**src/rtl/mux_arbiter_pkg.sv**
```systemverilog
// Shared types and constants for the two-requester mux arbiter.
package mux_arbiter_pkg;

    typedef enum logic {
        ARB_EMPTY = 1'b0,
        ARB_FULL  = 1'b1
    } arb_state_t;

    // Requester 0 wins the first tie after reset.
    localparam logic ARB_RESET_LAST_GRANT = 1'b1;

endpackage

```
**src/rtl/arb_pick2.sv**
```systemverilog
// Combinational two-way grant picker; MUX_ARBITER_ROUND_ROBIN_EN selects
// round-robin tie breaking, otherwise requester 0 wins every tie.
module arb_pick2
    import mux_arbiter_pkg::*;
(
    input  logic valid0,
    input  logic valid1,
    input  logic last_grant,
    output logic grant,
    output logic any_req
);

    // Grant selection; with no request the grant parks on last_grant.
    always_comb begin
        grant   = last_grant;
        any_req = valid0 | valid1;
        case ({valid1, valid0})
            2'b01: grant = 1'b0;
            2'b10: grant = 1'b1;
            2'b11: begin
`ifdef MUX_ARBITER_ROUND_ROBIN_EN
                grant = ~last_grant;
`else
                grant = 1'b0;
`endif
            end
            default: grant = last_grant;
        endcase
    end

endmodule

```
**src/rtl/mux_arbiter.sv**
```systemverilog
// Two-source valid/ready arbiter driving a shared 2:1 mux into a one-entry
// output register. Tie policy set by MUX_ARBITER_ROUND_ROBIN_EN (in arb_pick2).
module mux_arbiter
    import mux_arbiter_pkg::*;
#(
    parameter int N = 8
) (
    input  logic         clk,
    input  logic         rst_n,
    input  logic         in0_valid,
    input  logic [N-1:0] in0_data,
    output logic         in0_ready,
    input  logic         in1_valid,
    input  logic [N-1:0] in1_data,
    output logic         in1_ready,
    output logic         out_valid,
    output logic [N-1:0] out_data,
    output logic         out_src,
    input  logic         out_ready,
    output logic         select
);

    arb_state_t   state_r;
    arb_state_t   state_next_s;
    logic         last_grant_r;
    logic [N-1:0] out_data_r;
    logic         out_src_r;
    logic         grant_s;
    logic         any_req_s;
    logic         can_load_s;
    logic         xfer_s;
    logic         in0_ready_s;
    logic         in1_ready_s;
    logic [N-1:0] mux_data_s;

    arb_pick2 u_pick (
        .valid0     (in0_valid),
        .valid1     (in1_valid),
        .last_grant (last_grant_r),
        .grant      (grant_s),
        .any_req    (any_req_s)
    );

    // Load gating and ready generation; readies are held low during reset.
    always_comb begin
        can_load_s  = (state_r == ARB_EMPTY) | out_ready;
        xfer_s      = 1'b0;
        in0_ready_s = 1'b0;
        in1_ready_s = 1'b0;
        if (rst_n) begin
            xfer_s      = can_load_s & any_req_s;
            in0_ready_s = xfer_s & (grant_s == 1'b0) & in0_valid;
            in1_ready_s = xfer_s & (grant_s == 1'b1) & in1_valid;
        end else begin
            xfer_s      = 1'b0;
            in0_ready_s = 1'b0;
            in1_ready_s = 1'b0;
        end
        mux_data_s = grant_s ? in1_data : in0_data;
    end

    // Next-state logic: a load always wins over a drain in the same cycle.
    always_comb begin
        state_next_s = state_r;
        case (state_r)
            ARB_EMPTY: begin
                if (xfer_s) begin
                    state_next_s = ARB_FULL;
                end else begin
                    state_next_s = ARB_EMPTY;
                end
            end
            ARB_FULL: begin
                if (xfer_s) begin
                    state_next_s = ARB_FULL;
                end else if (out_ready) begin
                    state_next_s = ARB_EMPTY;
                end else begin
                    state_next_s = ARB_FULL;
                end
            end
            default: state_next_s = ARB_EMPTY;
        endcase
    end

    // State register.
    always_ff @(posedge clk or negedge rst_n) begin
        if (!rst_n) begin
            state_r <= ARB_EMPTY;
        end else begin
            state_r <= state_next_s;
        end
    end

    // Output register and grant history, updated only on an input transfer.
    always_ff @(posedge clk or negedge rst_n) begin
        if (!rst_n) begin
            out_data_r   <= {N{1'b0}};
            out_src_r    <= 1'b0;
            last_grant_r <= ARB_RESET_LAST_GRANT;
        end else if (xfer_s) begin
            out_data_r   <= mux_data_s;
            out_src_r    <= grant_s;
            last_grant_r <= grant_s;
        end
    end

    assign in0_ready = in0_ready_s;
    assign in1_ready = in1_ready_s;
    assign out_valid = (state_r == ARB_FULL);
    assign out_data  = out_data_r;
    assign out_src   = out_src_r;
    assign select    = grant_s;

endmodule

```
**config.mk**
```make
export PLATFORM = sky130hd
export DESIGN_NAME = mux_arbiter
export DESIGN_NICKNAME = d
export VERILOG_FILES = /design/src/rtl/mux_arbiter_pkg.sv /design/src/rtl/arb_pick2.sv /design/src/rtl/mux_arbiter.sv
export SDC_FILE = /design/constraint.sdc
export NUM_CORES = 1
export LEC_CHECK = 0
export ABC_CLOCK_PERIOD_IN_PS = 4600
export BUFFER_PORTS_ARGS = -buffer_cell sky130_fd_sc_hd__buf_2
export CORE_UTILIZATION = 45
export CTS_CLUSTER_SIZE = 28
export DETAILED_ROUTE_END_ITERATION = 12
export GPL_TIMING_DRIVEN = 0
export PLACE_DENSITY = 0.81
export SYNTH_ARGS = -nofsm -noshare
export SYNTH_HDL_FRONTEND = slang
export SYNTH_HIERARCHICAL = 1
export SYNTH_SLANG_ARGS = --single-unit
```
**constraint.sdc**
```tcl
create_clock -name clk -period 4.6 [get_ports clk]
set_input_delay 0.23 -clock clk [delete_from_list [all_inputs] [get_ports clk]]
set_output_delay 0.23 -clock clk [all_outputs]
set_load 0.01 [all_outputs]
```
# After elaboration in Yosys (flattened, before gate mapping)
# Cells that the tools add are included.
dict set report word_totals {
  reg_bits 11
  latch_bits 0
  ramBits 0
  romBits 0
  output_inout_bits 13
  elab_cells 26
  memories 0
}
dict set report classes {
  addsub 0
  multipliers 0
  n_div 0
  magnitude_cmp 0
  n_eq_ne 3
  shifts 0
  mux 9
  bitwise_logic 9
  reduce_logical 1
}
# cell n
set op_table {}
lappend op_table {{8-bit two-way mux} 1}
lappend op_table {{1-bit two-way mux} 6}
lappend op_table {{1-bit AND} 5}
lappend op_table {{2-bit equality test, second input constant} 2}
lappend op_table {{1-bit one-hot mux with 2 select lines} 2}
lappend op_table {{2-bit by 1-bit equality test with 1-bit output, second input constant} 1}
lappend op_table {{1-bit inverter} 2}
lappend op_table {{1-bit OR} 2}
lappend op_table {{2-bit OR reduction} 1}

# Depth between registers and ports, before layout
dict set report logic_depth {
  ltp_word 7
  mapped_depth 5
  depth_no_buf 4
}

# Modules after synthesis
# The synthesis kept the hierarchy.
# module n_inst cells_each area_each_um2 seq_area_each_um2
set by_module_without_submodules {}
lappend by_module_without_submodules {mux_arbiter 1 37 599.3 276.5}
lappend by_module_without_submodules {arb_pick2 1 2 16.3 0.0}

# Worst setup path after synthesis
# Ideal clock, no wire load.
dict set report synth_path {
  path_kind {reg-to-reg}
  start {reg last_grant_r}
  end {reg out_data_r[2] (netlist: out_data[2])}
  setup_time_ns 0.125
  arrival_ns 1.393
  slack_ns 3.082
  stages_incl_launch_ff 5
  path_buffers 1
  period_less_slack_ns 1.518
  cell_sequence {dfstp_2 -> o21ba_2 -> buf_6 -> mux2_4 -> mux2_4}
}
dict set report synth_between {
  elab_chain_len 2
}
# item line_no
set synth_lines {}
lappend synth_lines {{start: declaration} mux_arbiter.sv:25} ;# logic last_grant_r;
lappend synth_lines {{start signal: assignment} mux_arbiter.sv:104} ;# last_grant_r <= grant_s;
lappend synth_lines {{1-bit one-hot mux with 2 select lines} arb_pick2.sv:17} ;# case ({valid1, valid0})
lappend synth_lines {{net select} mux_arbiter.sv:20} ;# output logic select
lappend synth_lines {{8-bit two-way mux} mux_arbiter.sv:59} ;# mux_data_s = grant_s ? in1_data : in0_data;
lappend synth_lines {{end signal: assignment} mux_arbiter.sv:98} ;# out_data_r <= {N{1'b0}};
lappend synth_lines {{end signal: assignment} mux_arbiter.sv:102} ;# out_data_r <= mux_data_s;
lappend synth_lines {{end: declaration} mux_arbiter.sv:26} ;# logic [N-1:0] out_data_r;
# The timed path passes the listed nets, and every way through them passes these cells.
# A chain may end at the register's enable or synchronous reset.

# Final worst setup path
dict set report layout_path {
  start {in rst_n}
  end {out in0_ready}
}
dict set report layout_between {
  elab_chain_len 1
}
# item line_no
set layout_lines {}
lappend layout_lines {{start: declaration} mux_arbiter.sv:9} ;# input logic rst_n,
lappend layout_lines {{1-bit two-way mux} mux_arbiter.sv:50} ;# if (rst_n) begin
lappend layout_lines {{end: declaration} mux_arbiter.sv:12} ;# output logic in0_ready,
# No other way between the ends.

==> flow_metrics.env <==
export IMPL_p_leak_nw=0.450
export IMPL_cap_violations=0
export IMPL_grt_pass1_vias=411
export IMPL_cts_hold_buf=1
export IMPL_timing_rr_start="last_grant_r$_DFFE_PN1P_"
export IMPL_h_tree_depth=1
export IMPL_cp_required_ns=4.37
export IMPL_initial_core_util_pct=51.9
export IMPL_cts_buffer_depth=2
export IMPL_setup_viol=0
export IMPL_cts_sinks=11
export IMPL_synthesis_nets=60
export IMPL_synth_cell_types=12
export IMPL_die_x_um=39.0
export IMPL_cts_buffers=3
export IMPL_boundaryPins=34
export IMPL_place_inst=86
export IMPL_hp_class="primary input to flip-flop"
export IMPL_cp_max_fo=12
export IMPL_relSlewSlack_pct=82.5
export IMPL_drive_gt1_share_pct=80.5
export IMPL_nFillCells=95
export IMPL_ys_seq_elements=11
export IMPL_r2r_end="out_data[5]$_DFFE_PN0P_"
export IMPL_rsz0062_at_grt="false"
export IMPL_dp_final_hpwl_um=931
export IMPL_worstSetupPathType="primary input to output port"
export IMPL_post_cts_buffers=0
export IMPL_wl_met3_um=75
export IMPL_vdd_ir_drop_max_mv=0.266
export IMPL_crit_end="in0_ready"
export IMPL_wl_um=1150
export IMPL_via_per_inst=4.88
export IMPL_synth_warnings=6
export IMPL_vias=444
export IMPL_grt_start_max_net_pins=13
export IMPL_gp_routability_congestion=0.610
export IMPL_grt_overflow=0
export IMPL_r2r_cells=4
export IMPL_crit_path_start_kind="primary input"
export IMPL_drt_iter0_drc=1
export IMPL_met1_length_um=434
export IMPL_die_h_um=39.0
export IMPL_highest_layer="met3"
export IMPL_diodes=0
export IMPL_num_rows=12
export IMPL_cts_tree="built"
export IMPL_seq_area_frac_synth_pct=44.9
export IMPL_max_freq_mhz=490
export IMPL_stdcell_count=91
export IMPL_dieArea_um2=1520
export IMPL_drc=0
export IMPL_worstSetupEndpointType="output port"
export IMPL_fin_nets=99
export IMPL_ant_nets=0
export IMPL_fin_tns_setup_ns=0
export IMPL_synthCells=39
export IMPL_min_period_ns=2.04
export IMPL_port_buffers=33
export IMPL_worstSetupStartpoint="rst_n"
export IMPL_avgSynthCellArea_um2=15.8
export IMPL_power_density_nw_per_um2=350
export IMPL_wl_met2_um=635
export IMPL_skew_ns=0.00723
export IMPL_area_delta_synth_final_pct=35.6
export IMPL_finalHoldViolations=0
export IMPL_crit_arrival_ns=1.81
export IMPL_clock_latency_ns=0.27
export IMPL_post_route_period_util_pct=44.4
export IMPL_status="completed"
export IMPL_drt_wirelength_per_cell_um=12.6
export IMPL_cts_root_buf="clkbuf_4"
export IMPL_coreArea_um2=1190
export IMPL_finalMaxSlewViolations=0
export IMPL_track_usage_pct=15.9
export IMPL_worst_slew_pin_slew_ns=0.262
export IMPL_postCtsResizedCells=0
export IMPL_worst_hold_slack_ns=0.227
export IMPL_antenna_found_initial=0
export IMPL_r2r_slack_ns=3.06
export IMPL_grt_pass1_wl_um=1610
export IMPL_syn_cell_area_um2=616
export IMPL_path_clk_slew_ns=0.07
export IMPL_firstDrtPassIters=2
[power by group]
group	internal, mW	leakage (nW)	total, mW	switching, mW
Combinational	0.0602	0.307	0.0984	0.0382
Clock	0.0335	0.0150	0.0645	0.0310
Sequential	0.119	0.128	0.129	0.0109
Total	0.212	0.450	0.292	0.0801
[layout by cell type, fill, tap and decap left out, types with 2 or more instances in the layout]
cell / Yosys / final
buf_2: 0 / 33
mux2_4: 12 / 12
mux2_2: 6 / 6
buf_6: 2 / 2
nand2_1: 2 / 2
clkbuf_4: 0 / 3
dfrtp_1: 10 / 10
[worst min-delay path by stage]
| stage | startpoint | end | slack, ns | cells past startpoint |
|---|---|---|---|---|
| after global routing | out_ready | out_valid$_DFF_PN0_ | 0.22 | 3 |
| after detailed placement | rst_n | out_data[2]$_DFFE_PN0P_ | 0.12 | 1 |
| after global placement | rst_n | out_data[5]$_DFFE_PN0P_ | 0.12 | 1 |
| after CTS | out_ready | out_valid$_DFF_PN0_ | 0.23 | 3 |
| after floorplan | rst_n | out_data[0]$_DFFE_PN0P_ | -0.07 | 0 |
| final | out_ready | out_valid$_DFF_PN0_ | 0.23 | 3 |
[metal layers]
| metal | global-route usage (%) | vias up |
|---|---|---|
| li1 | - | 216 |
| met3 | 8.67 | 0 |
| met2 | 31.3 | 18 |
| met4 | 0 | 0 |
| met5 | 0 | - |
| met1 | 15.0 | 210 |
[through the flow]
stage                     setup WS, ns  instance area, um2  power (mW)  utilization, %
after floorplan                   3.08                 616       0.193               -
after global placement            3.07                 798       0.227            67.3
after CTS                         2.52                 835       0.297            70.4
after detailed placement          3.05                 798       0.231            67.3
final                             2.56                 835       0.292            70.4
after global routing              2.43                 835       0.309            70.4
[synth_stat cells]
library cell,number,area [um2]
nand2_1,2,7.51
mux2_2,6,67.6
dfstp_2,1,26.3
nand2b_4,1,13.8
o21ba_2,1,10.0
nor2b_4,1,13.8
or2_1,1,6.26
dfrtp_1,10,250
mux2_4,12,180
buf_6,2,22.5
and3b_2,1,10.0
and3_2,1,7.51
[critical path, cell delays in order]
cell           delay (ns)
dlygate4sd3_1        0.52
buf_2                0.26
nand2_1              0.15
nor2b_4              0.17
buf_6                0.18
and3b_2              0.18
buf_2                0.12
[sequential cells by signal, indices dropped and copies added (netlist names)]
name,cells
out_valid,1
last_grant_r,1
out_src,1
out_data,8
[cell families after synthesis]
kind of cell,after synthesis,synth area share (%)
AO/OA/AOI/OAI,1,1.63
buffers and inverters,2,3.66
flip-flops,11,44.9
multiplexers,18,40.2
AND/OR/NAND/NOR,7,9.55
[cell type report]
cell class / count / area, um2 / share of cell area, %
well taps: 14 / 17.5 / 2.10
clock buffers: 4 / 26.3 / 3.15
repair buffers: 34 / 175 / 21.0
flip-flops and latches: 11 / 277 / 33.1
plain buffers: 2 / 22.5 / 2.70
multi-input cells: 26 / 317 / 37.9
(Power assumes the default switching activity.)
